### src/rtl/sram_port_arbiter_if.sv
// Bundle of signals between the fetch, data and DMA requesters, the arbiter and the SRAM macro.
// The master side is the requesters plus the macro; the slave side is the arbiter.
interface sram_port_arbiter_if #(
   parameter int CNT_W = 16
);
   logic             if_req;
   logic [31:0]      if_addr;
   logic             if_ready;
   logic [31:0]      if_rdata;

   logic             d_req;
   logic             d_wen;
   logic [3:0]       d_ben;
   logic [31:0]      d_addr;
   logic [31:0]      d_din;
   logic [31:0]      d_dout;

   logic             dma_req;
   logic             dma_we;
   logic [3:0]       dma_ben;
   logic [31:0]      dma_addr;
   logic [31:0]      dma_wdata;
   logic             dma_gnt;
   logic             dma_rvalid;
   logic [31:0]      dma_rdata;

   logic             m_cen;
   logic             m_wen;
   logic [3:0]       m_ben;
   logic [31:0]      m_addr;
   logic [31:0]      m_din;
   logic [31:0]      m_dout;

   logic [CNT_W-1:0] stall_cnt;

   modport master (
      output if_req, if_addr, d_req, d_wen, d_ben, d_addr, d_din,
             dma_req, dma_we, dma_ben, dma_addr, dma_wdata, m_dout,
      input  if_ready, if_rdata, d_dout, dma_gnt, dma_rvalid, dma_rdata,
             m_cen, m_wen, m_ben, m_addr, m_din, stall_cnt
   );

   modport slave (
      input  if_req, if_addr, d_req, d_wen, d_ben, d_addr, d_din,
             dma_req, dma_we, dma_ben, dma_addr, dma_wdata, m_dout,
      output if_ready, if_rdata, d_dout, dma_gnt, dma_rvalid, dma_rdata,
             m_cen, m_wen, m_ben, m_addr, m_din, stall_cnt
   );
endinterface

### src/rtl/sram_port_arbiter.sv
// Single-port SRAM arbiter: data > starved DMA > fetch > DMA, combinational grant, 1-cycle read return.
// Define SRAM_ARB_DMA_EN to build the DMA port and its starvation counter.
module sram_port_arbiter #(
   parameter int STARVE_LIMIT = 4,
   parameter int CNT_W        = 16
) (
   input  logic                 clk,
   input  logic                 rst_n,
   sram_port_arbiter_if.slave   bus
);

   typedef enum logic [1:0] {
      OWN_NONE,
      OWN_FETCH,
      OWN_DATA,
      OWN_DMA
   } owner_e;

   owner_e           owner_q, owner_d;
   logic             rd_q, rd_d;
   logic [31:0]      if_rdata_q, if_rdata_d;
   logic [CNT_W-1:0] stall_q, stall_d;

   logic             gnt_data, gnt_fetch, gnt_dma;
   logic             if_ready;

`ifdef SRAM_ARB_DMA_EN
   logic [3:0] deny_q, deny_d;
   logic       starved;

   assign starved = (deny_q == 4'(STARVE_LIMIT));

   // Grants are gated by reset so nothing reaches the macro while rst_n is low.
   always_comb begin
      gnt_data  = rst_n && bus.d_req;
      gnt_dma   = rst_n && !bus.d_req && bus.dma_req && (starved || !bus.if_req);
      gnt_fetch = rst_n && !bus.d_req && bus.if_req && !(bus.dma_req && starved);

      deny_d = deny_q;
      if (!bus.dma_req || gnt_dma) begin
         deny_d = '0;
      end else if (!starved) begin
         deny_d = deny_q + 4'd1;
      end
   end

   always_ff @(posedge clk) begin
      if (!rst_n) begin
         deny_q <= '0;
      end else begin
         deny_q <= deny_d;
      end
   end

   assign bus.dma_gnt    = gnt_dma;
   assign bus.dma_rvalid = rst_n && (owner_q == OWN_DMA) && rd_q;
   assign bus.dma_rdata  = bus.m_dout;
`else
   assign gnt_data  = rst_n && bus.d_req;
   assign gnt_fetch = rst_n && !bus.d_req && bus.if_req;
   assign gnt_dma   = 1'b0;

   assign bus.dma_gnt    = 1'b0;
   assign bus.dma_rvalid = 1'b0;
   assign bus.dma_rdata  = '0;
`endif

   // NOTE: every output of this block gets a default first, so no path leaves it unassigned (no latch).
   always_comb begin
      owner_d    = OWN_NONE;
      rd_d       = 1'b0;
      bus.m_cen  = 1'b1;
      bus.m_wen  = 1'b1;
      bus.m_ben  = 4'hF;
      bus.m_addr = '0;
      bus.m_din  = '0;

      if (gnt_data) begin
         owner_d    = OWN_DATA;
         rd_d       = bus.d_wen;
         bus.m_cen  = 1'b0;
         bus.m_wen  = bus.d_wen;
         bus.m_ben  = bus.d_ben;
         bus.m_addr = bus.d_addr;
         bus.m_din  = bus.d_din;
      end else if (gnt_dma) begin
         owner_d    = OWN_DMA;
         rd_d       = !bus.dma_we;
         bus.m_cen  = 1'b0;
         bus.m_wen  = !bus.dma_we;
         bus.m_ben  = ~bus.dma_ben;
         bus.m_addr = bus.dma_addr;
         bus.m_din  = bus.dma_wdata;
      end else if (gnt_fetch) begin
         owner_d    = OWN_FETCH;
         rd_d       = 1'b1;
         bus.m_cen  = 1'b0;
         bus.m_ben  = 4'h0;
         bus.m_addr = bus.if_addr;
      end

      stall_d = stall_q;
      if (bus.if_req && !gnt_fetch && (stall_q != '1)) begin
         stall_d = stall_q + CNT_W'(1);
      end

      // The read in flight is dropped if reset lands between grant and return.
      if_ready   = rst_n && (owner_q == OWN_FETCH) && rd_q;
      if_rdata_d = if_ready ? bus.m_dout : if_rdata_q;
   end

   // NOTE: sequential state uses non-blocking assignments so all flops update from pre-edge values.
   always_ff @(posedge clk) begin
      if (!rst_n) begin
         owner_q    <= OWN_NONE;
         rd_q       <= 1'b0;
         if_rdata_q <= '0;
         stall_q    <= '0;
      end else begin
         owner_q    <= owner_d;
         rd_q       <= rd_d;
         if_rdata_q <= if_rdata_d;
         stall_q    <= stall_d;
      end
   end

   assign bus.if_ready  = if_ready;
   assign bus.if_rdata  = rst_n ? if_rdata_d : '0;
   assign bus.d_dout    = bus.m_dout;
   assign bus.stall_cnt = stall_q;

endmodule

### src/flat_wrapper.sv
// flat-port wrapper written by rule: the top's interface ports become plain ports
module sram_port_arbiter_flat 
#(
   parameter int STARVE_LIMIT = 4,
   parameter int CNT_W        = 16
)
  (clk, rst_n, bus_if_req, bus_if_addr, bus_d_req, bus_d_wen, bus_d_ben, bus_d_addr, bus_d_din, bus_dma_req, bus_dma_we, bus_dma_ben, bus_dma_addr, bus_dma_wdata, bus_m_dout, bus_if_ready, bus_if_rdata, bus_d_dout, bus_dma_gnt, bus_dma_rvalid, bus_dma_rdata, bus_m_cen, bus_m_wen, bus_m_ben, bus_m_addr, bus_m_din, bus_stall_cnt);
  sram_port_arbiter_if #(.CNT_W(CNT_W)) bus_i ();
  input  logic clk;
  input  logic rst_n;
  input wire logic [$bits(bus_i.if_req)-1:0] bus_if_req;
  input wire logic [$bits(bus_i.if_addr)-1:0] bus_if_addr;
  input wire logic [$bits(bus_i.d_req)-1:0] bus_d_req;
  input wire logic [$bits(bus_i.d_wen)-1:0] bus_d_wen;
  input wire logic [$bits(bus_i.d_ben)-1:0] bus_d_ben;
  input wire logic [$bits(bus_i.d_addr)-1:0] bus_d_addr;
  input wire logic [$bits(bus_i.d_din)-1:0] bus_d_din;
  input wire logic [$bits(bus_i.dma_req)-1:0] bus_dma_req;
  input wire logic [$bits(bus_i.dma_we)-1:0] bus_dma_we;
  input wire logic [$bits(bus_i.dma_ben)-1:0] bus_dma_ben;
  input wire logic [$bits(bus_i.dma_addr)-1:0] bus_dma_addr;
  input wire logic [$bits(bus_i.dma_wdata)-1:0] bus_dma_wdata;
  input wire logic [$bits(bus_i.m_dout)-1:0] bus_m_dout;
  output wire logic [$bits(bus_i.if_ready)-1:0] bus_if_ready;
  output wire logic [$bits(bus_i.if_rdata)-1:0] bus_if_rdata;
  output wire logic [$bits(bus_i.d_dout)-1:0] bus_d_dout;
  output wire logic [$bits(bus_i.dma_gnt)-1:0] bus_dma_gnt;
  output wire logic [$bits(bus_i.dma_rvalid)-1:0] bus_dma_rvalid;
  output wire logic [$bits(bus_i.dma_rdata)-1:0] bus_dma_rdata;
  output wire logic [$bits(bus_i.m_cen)-1:0] bus_m_cen;
  output wire logic [$bits(bus_i.m_wen)-1:0] bus_m_wen;
  output wire logic [$bits(bus_i.m_ben)-1:0] bus_m_ben;
  output wire logic [$bits(bus_i.m_addr)-1:0] bus_m_addr;
  output wire logic [$bits(bus_i.m_din)-1:0] bus_m_din;
  output wire logic [$bits(bus_i.stall_cnt)-1:0] bus_stall_cnt;
  assign bus_i.if_req = bus_if_req;
  assign bus_i.if_addr = bus_if_addr;
  assign bus_i.d_req = bus_d_req;
  assign bus_i.d_wen = bus_d_wen;
  assign bus_i.d_ben = bus_d_ben;
  assign bus_i.d_addr = bus_d_addr;
  assign bus_i.d_din = bus_d_din;
  assign bus_i.dma_req = bus_dma_req;
  assign bus_i.dma_we = bus_dma_we;
  assign bus_i.dma_ben = bus_dma_ben;
  assign bus_i.dma_addr = bus_dma_addr;
  assign bus_i.dma_wdata = bus_dma_wdata;
  assign bus_i.m_dout = bus_m_dout;
  assign bus_if_ready = bus_i.if_ready;
  assign bus_if_rdata = bus_i.if_rdata;
  assign bus_d_dout = bus_i.d_dout;
  assign bus_dma_gnt = bus_i.dma_gnt;
  assign bus_dma_rvalid = bus_i.dma_rvalid;
  assign bus_dma_rdata = bus_i.dma_rdata;
  assign bus_m_cen = bus_i.m_cen;
  assign bus_m_wen = bus_i.m_wen;
  assign bus_m_ben = bus_i.m_ben;
  assign bus_m_addr = bus_i.m_addr;
  assign bus_m_din = bus_i.m_din;
  assign bus_stall_cnt = bus_i.stall_cnt;
  sram_port_arbiter #(.STARVE_LIMIT(STARVE_LIMIT), .CNT_W(CNT_W)) u_core (.clk(clk), .rst_n(rst_n), .bus(bus_i));
endmodule
### config.mk
export PLATFORM = sky130hd
export DESIGN_NAME = sram_port_arbiter_flat
export DESIGN_NICKNAME = d
export VERILOG_FILES = /design/src/rtl/sram_port_arbiter_if.sv /design/src/rtl/sram_port_arbiter.sv /design/src/flat_wrapper.sv
export SDC_FILE = /design/constraint.sdc
export NUM_CORES = 1
export LEC_CHECK = 0
export BUFFER_PORTS_ARGS = -buffer_cell sky130_fd_sc_hd__buf_2
export CAP_MARGIN = 20
export CORE_AREA = 2 2 150 152
export CTS_CLUSTER_DIAMETER = 50
export CTS_CLUSTER_SIZE = 8
export DETAILED_ROUTE_END_ITERATION = 16
export DIE_AREA = 0 0 152 154
export GPL_ROUTABILITY_DRIVEN = 0
export PLACE_DENSITY = 0.43
export SETUP_SLACK_MARGIN = 0.4
export SYNTH_ARGS = -nofsm -noshare
export SYNTH_HDL_FRONTEND = slang
export SYNTH_SLANG_ARGS = --single-unit
### constraint.sdc
create_clock -name clk -period 5.15 [get_ports clk]
set_clock_uncertainty 0.2 [all_clocks]
set_input_delay 0.515 -clock clk [delete_from_list [all_inputs] [get_ports clk]]
set_output_delay 0.515 -clock clk [all_outputs]
set_load 0.01 [all_outputs]
## Yosys cells after proc, flatten, opt, wreduce, memory -nomap -nowiden

Cells that the tools add are included.

| cells by class | value |
|---|---|
| bitwise logic cells | 1 |
| muxes and demuxes | 14 |
| equality and inequality tests | 2 |
| reductions and logical operators | 10 |
| add/subtract/negate cells | 1 |

Operator list:

| kind | count |
|---|---|
| two-way mux 32 bit | 5 |
| adder 16 x 1 -> 16 bit (second input constant) | 1 |
| inequality test 16 bit (second input constant) | 1 |
| two-way mux 4 bit | 2 |
| logical AND 1 bit | 7 |
| two-way mux 1 bit | 6 |
| == test 2 x 1 -> 1 bit (second input constant) | 1 |
| zero test 1 bit | 2 |
| two-way mux 2 bit | 1 |
| OR reduction 2 bit | 1 |
| inverter 1 bit | 1 |

| word-level totals | value |
|---|---|
| output and inout port bits | 185 |
| register bits after elaboration | 51 |

## Longest topological paths before layout

| logic depth | value |
|---|---|
| depth after elaboration | 6 |
| depth in mapped cells | 6 |

## Worst setup path after synthesis

OpenSTA, ideal clock, no wires.

| path | value |
|---|---|
| kind | input port to output port |
| from | input port bus_d_req |
| to | output port bus_m_addr[18] |
| cell stages on the path | 5 |
| path buffers | 2 |
| arrival time | 1.641 ns |
| path slack | 2.794 ns |
| cells stage by stage | nand2b_1 > nor2_1 > clkbuf_1 > buf_1 > a22o_1 |

| on the way | value |
|---|---|
| word-level cells in the longest chain between the ends | 5 |

RTL lines:

| element | RTL line | source |
|---|---|---|
| from (decl) | flat_wrapper.sv:13 | `input wire logic [$bits(bus_i.d_req)-1:0] bus_d_req;` |
| zero test 1 bit | sram_port_arbiter.sv:60 | `assign gnt_fetch = rst_n && !bus.d_req && bus.if_req;` |
| logical AND 1 bit (2 in series) | sram_port_arbiter.sv:60 |  |
| two-way mux 32 bit | sram_port_arbiter.sv:94 | `end else if (gnt_fetch) begin` |
| two-way mux 32 bit * | sram_port_arbiter.sv:78 | `if (gnt_data) begin` |
| to (decl) | flat_wrapper.sv:33 | `output wire logic [$bits(bus_i.m_addr)-1:0] bus_m_addr;` |

Every way passes the cells marked *; elsewhere a longest branch is shown, timed or not.

## Worst setup path in the final report

| path | value |
|---|---|
| from | input port rst_n |
| to | output port bus_m_addr[2] |

| on the way | value |
|---|---|
| word-level cells in the longest chain between the ends | 4 |

RTL lines:

| element | RTL line | source |
|---|---|---|
| from (decl) | flat_wrapper.sv:10 | `input logic rst_n;` |
| logical AND 1 bit (2 in series) | sram_port_arbiter.sv:60 |  |
| two-way mux 32 bit | sram_port_arbiter.sv:94 |  |
| two-way mux 32 bit * | sram_port_arbiter.sv:78 |  |

Marked as above.

==> flow_summary.ini <==
[routing]
drt_pre_antenna_iters = 4
route.antenna.remaining_nets = 0
drt-initial-drc-count = 118
drc = 0
route.detailed.wl_per_inst_um = 14.80
dr_total_vias = 3538
drt-total-wl_mm = 13.60
vias_per_cell = 3.850

[floorplan]
initial_cell_density_of_the_core_pct = 14.35
die_h_um = 154
core_area_mm2 = 0.02169
floorplan.die_area_mm2 = 0.02341
placement_rows = 54
floorplan.io_pins = 392
width_of_the_die_um = 152

[sta]
hold_viol = 0
fin_crit_sh_pct = 68.10
post-route-min-period_ns = 3.507
setup_tns_ns = 0
slew_viol_final = 0
maxSlewHeadroom_pct = 33.82
rsz0062_at_grt = no
clock.fmax_ghz = 0.2851
post-route-worst-setup-slack_ns = 1.643
setup_viol = 0
worstMarginPinSlew_ns = 0.9865

[run]
cap_viol_max_count = 0

[logic_synthesis]
postSynth.asyncResetShare_pct = 0
yosys.area_share.xor_xnor_pct = 0
synthesis_stage_register_bit_count = 51
ys_warn_count = 0
syn-mean-instance-area_um2 = 7.725
sequential_element_share_of_the_synthesized_area_pct = 32.80
largest_family_of_logic_cells_by_synthesized_area = simple AND/OR/NAND/NOR gates
netlist-cell-type-count = 41
synth-adder-area-share_pct = 0.4019
synth.area.top_cells = dfxtp_1, buf_4, a22o_1
netlist_instances = 403
yosysTopAreaCellShare_pct = 32.80
synth.largest_area_cell = dfxtp_1
synth_mux_area_share_pct = 0.9646
synth-simple-area-share_pct = 25.08
synth_enable_flop_cells = 0
fraction_of_the_mapped_netlist_area_in_compound_gates_pct = 20.70
dominantRegCellSynth = dfxtp_1
mappedNetlistArea_mm2 = 0.003113

[global_route]
grt_first_pass_wirelength_mm = 19.81
grt_max_degree = 52
globalRoute.totalOverflow = 0
total_routing_usage_reported_by_global_routing_pct = 10.81
number_of_antenna_violations_at_the_first_check_in_global_routing = 0
first_global_vias = 3374

[worst_setup_path]
startpoint_type = input port
critical_path_arrival_ns = 2.79
largest_fanout_on_the_critical_path = 51
ff2ff_setup_slack_ns = 2.68
crit_path_end_kind = output port
cp.required_ns = 4.43
setup.worst_path.class = in -> out

[clock_network]
ctsRootBufferMaster = clkbuf_16
clkTransAtPathRegs_ns = 0.07
cts_hold_buf = 0
worst_skew_pair.late_latency_ns = 0.29
clock_tree_from_tritoncts = built
postCtsResizedCells = 0
clock_tree.buffer_depth = 2
cts.htree.levels = 2
post_cts_buffers = 0
numClockSinks = 51
cts_made_buffers = 5

[cells_and_area]
layout.filler_cells = 2485
seq_area_mm2 = 0.001021
finish.net_count = 846
drive_gt1_share_pct = 47.42
post-route-cell-area_mm2 = 0.004619
multi_input_comb_area_mm2 = 0.001604
areaGrowthSynthToFinish_pct = 48.39
n_antenna_cell = 0

[power]
p_int_mw = 0.7168
totalPowerFinal_mw = 0.9865
power-per-cell-area_mw_per_mm2 = 213.5
switching_share_pct = 27.34
pwr-share-comb_pct = 20.6
power.sequential.fraction_pct = 40.7
leakagePower_nw = 2.441
power.clock.fraction_pct = 38.7
sw_power_mw = 0.2697
worst_ir_drop_vdd_v = 0.00009283

[outcome]
status = finished clean

[min_path]
hold_path_class = in -> reg

[placed_design]
post-place-ws_ns = 1.517
post_detailed_placement_cell_area_mm2 = 0.004446
place.detailed.hpwl_mm = 11.08
numPortBuffers = 287
## cell families (layout without fill, tap and decap cells)
kind of cell / after synthesis / in the layout
and+or+nand+nor: 156 / 156
buffers and inverters: 99 / 302
AOI/OAI and AO/OA: 92 / 92
DFF: 51 / 51
muxes: 3 / 3
adders and majority gates: 1 / 1
other: 1 / 34
## state kept, by name (all words and copies together) (netlist names)
signal and flops:
u_core.bus.stall_cnt 16, u_core.if_rdata_q 32, u_core.owner_q 2, u_core.rd_q 1
## layer usage
| metal | track usage, % | wire length [µm] |
|---|---|---|
| met1 | 15.46 | 6663 |
| met5 | 0 | 0 |
| met2 | 16.00 | 5710 |
| met4 | 1.780 | 82 |
| met3 | 3.495 | 1142 |
## worst paths after layout
kind | from | end | depth (start not counted)
min | bus_m_dout[6] | u_core.if_rdata_q[6] | 3
min reg2reg | u_core.if_rdata_q[29] | u_core.if_rdata_q[29] | 2
max | rst_n | bus_m_addr[2] | 5
max reg2reg | u_core.bus.stall_cnt[0] | u_core.bus.stall_cnt[14] | 5
## worst max-delay path, cell delays in order
cell	delay (ns)
buf_2	0.64
nand2b_1	0.33
nor2_4	0.75
a22o_1	0.33
buf_2	0.17
## cell usage in the layout, fill, tap and decap left out, drive strengths merged, types with 2 or more instances in the layout
| master | netlist | layout |
|---|---|---|
| a21boi | 9 | 9 |
| a22o | 32 | 32 |
| and3 | 33 | 33 |
| buf | 69 | 290 |
| clkbuf | 27 | 6 |
| clkinv | 1 | 3 |
| conb | 1 | 34 |
| dfxtp | 51 | 51 |
| inv | 2 | 2 |
| mux2i | 3 | 3 |
| nand2 | 74 | 74 |
| nand2b | 6 | 6 |
| nand3 | 6 | 6 |
| nand4 | 4 | 4 |
| nor2 | 11 | 11 |
| nor3 | 2 | 2 |
| nor4 | 5 | 5 |
| o21ai | 37 | 37 |
| o31ai | 5 | 5 |
| o41ai | 2 | 2 |
| or3 | 4 | 4 |
| or4 | 5 | 5 |
## power by group through the flow
stage	sequential (mW)	clock [mW]	combinational, mW
2_1_floorplan	0.411	0	0.122
3_3_place_gp	0.411	0	0.206
3_5_place_dp	0.411	0	0.205
4_1_cts	0.402	0.405	0.206
5_1_grt	0.402	0.418	0.223
6_report	0.402	0.382	0.203
## cell type report
type | count | area share, %
Clock buffer | 5 | 2.709
Timing Repair Buffer | 291 | 31.69
Inverter | 3 | 0.2438
Multi-Input combinational cell | 286 | 34.72
Clock inverter | 3 | 0.9480
Tap cell | 280 | 7.584
Sequential cell | 51 | 22.10
## Yosys cell counts, types with 2 or more instances
cell,count
nor3_1,2
or3_1,4
o31ai_1,5
or4_1,4
nor4_1,5
nand3_1,6
nand2b_1,6
buf_4,66
clkbuf_1,27
nand2_1,74
buf_1,2
and3_1,33
mux2i_1,3
nor2_1,11
o41ai_1,2
dfxtp_1,51
a22o_1,32
a21boi_0,6
o21ai_0,37
inv_1,2
a21boi_1,3
nand4_1,3
## through the flow
| step | std cells | hold WS (ns) | util (%) |
|---|---|---|---|
| finish | 919 | 0.2662 | 21.30 |
| global route | 919 | 0.2803 | 21.30 |
| CTS | 918 | 0.2553 | 21.28 |
| detailed placement | 910 | 0.2696 | 20.50 |
| global placement | 910 | 0.2712 | 20.50 |
| floorplan | 436 | 0.2986 | - |
(Power assumes the default switching activity.)
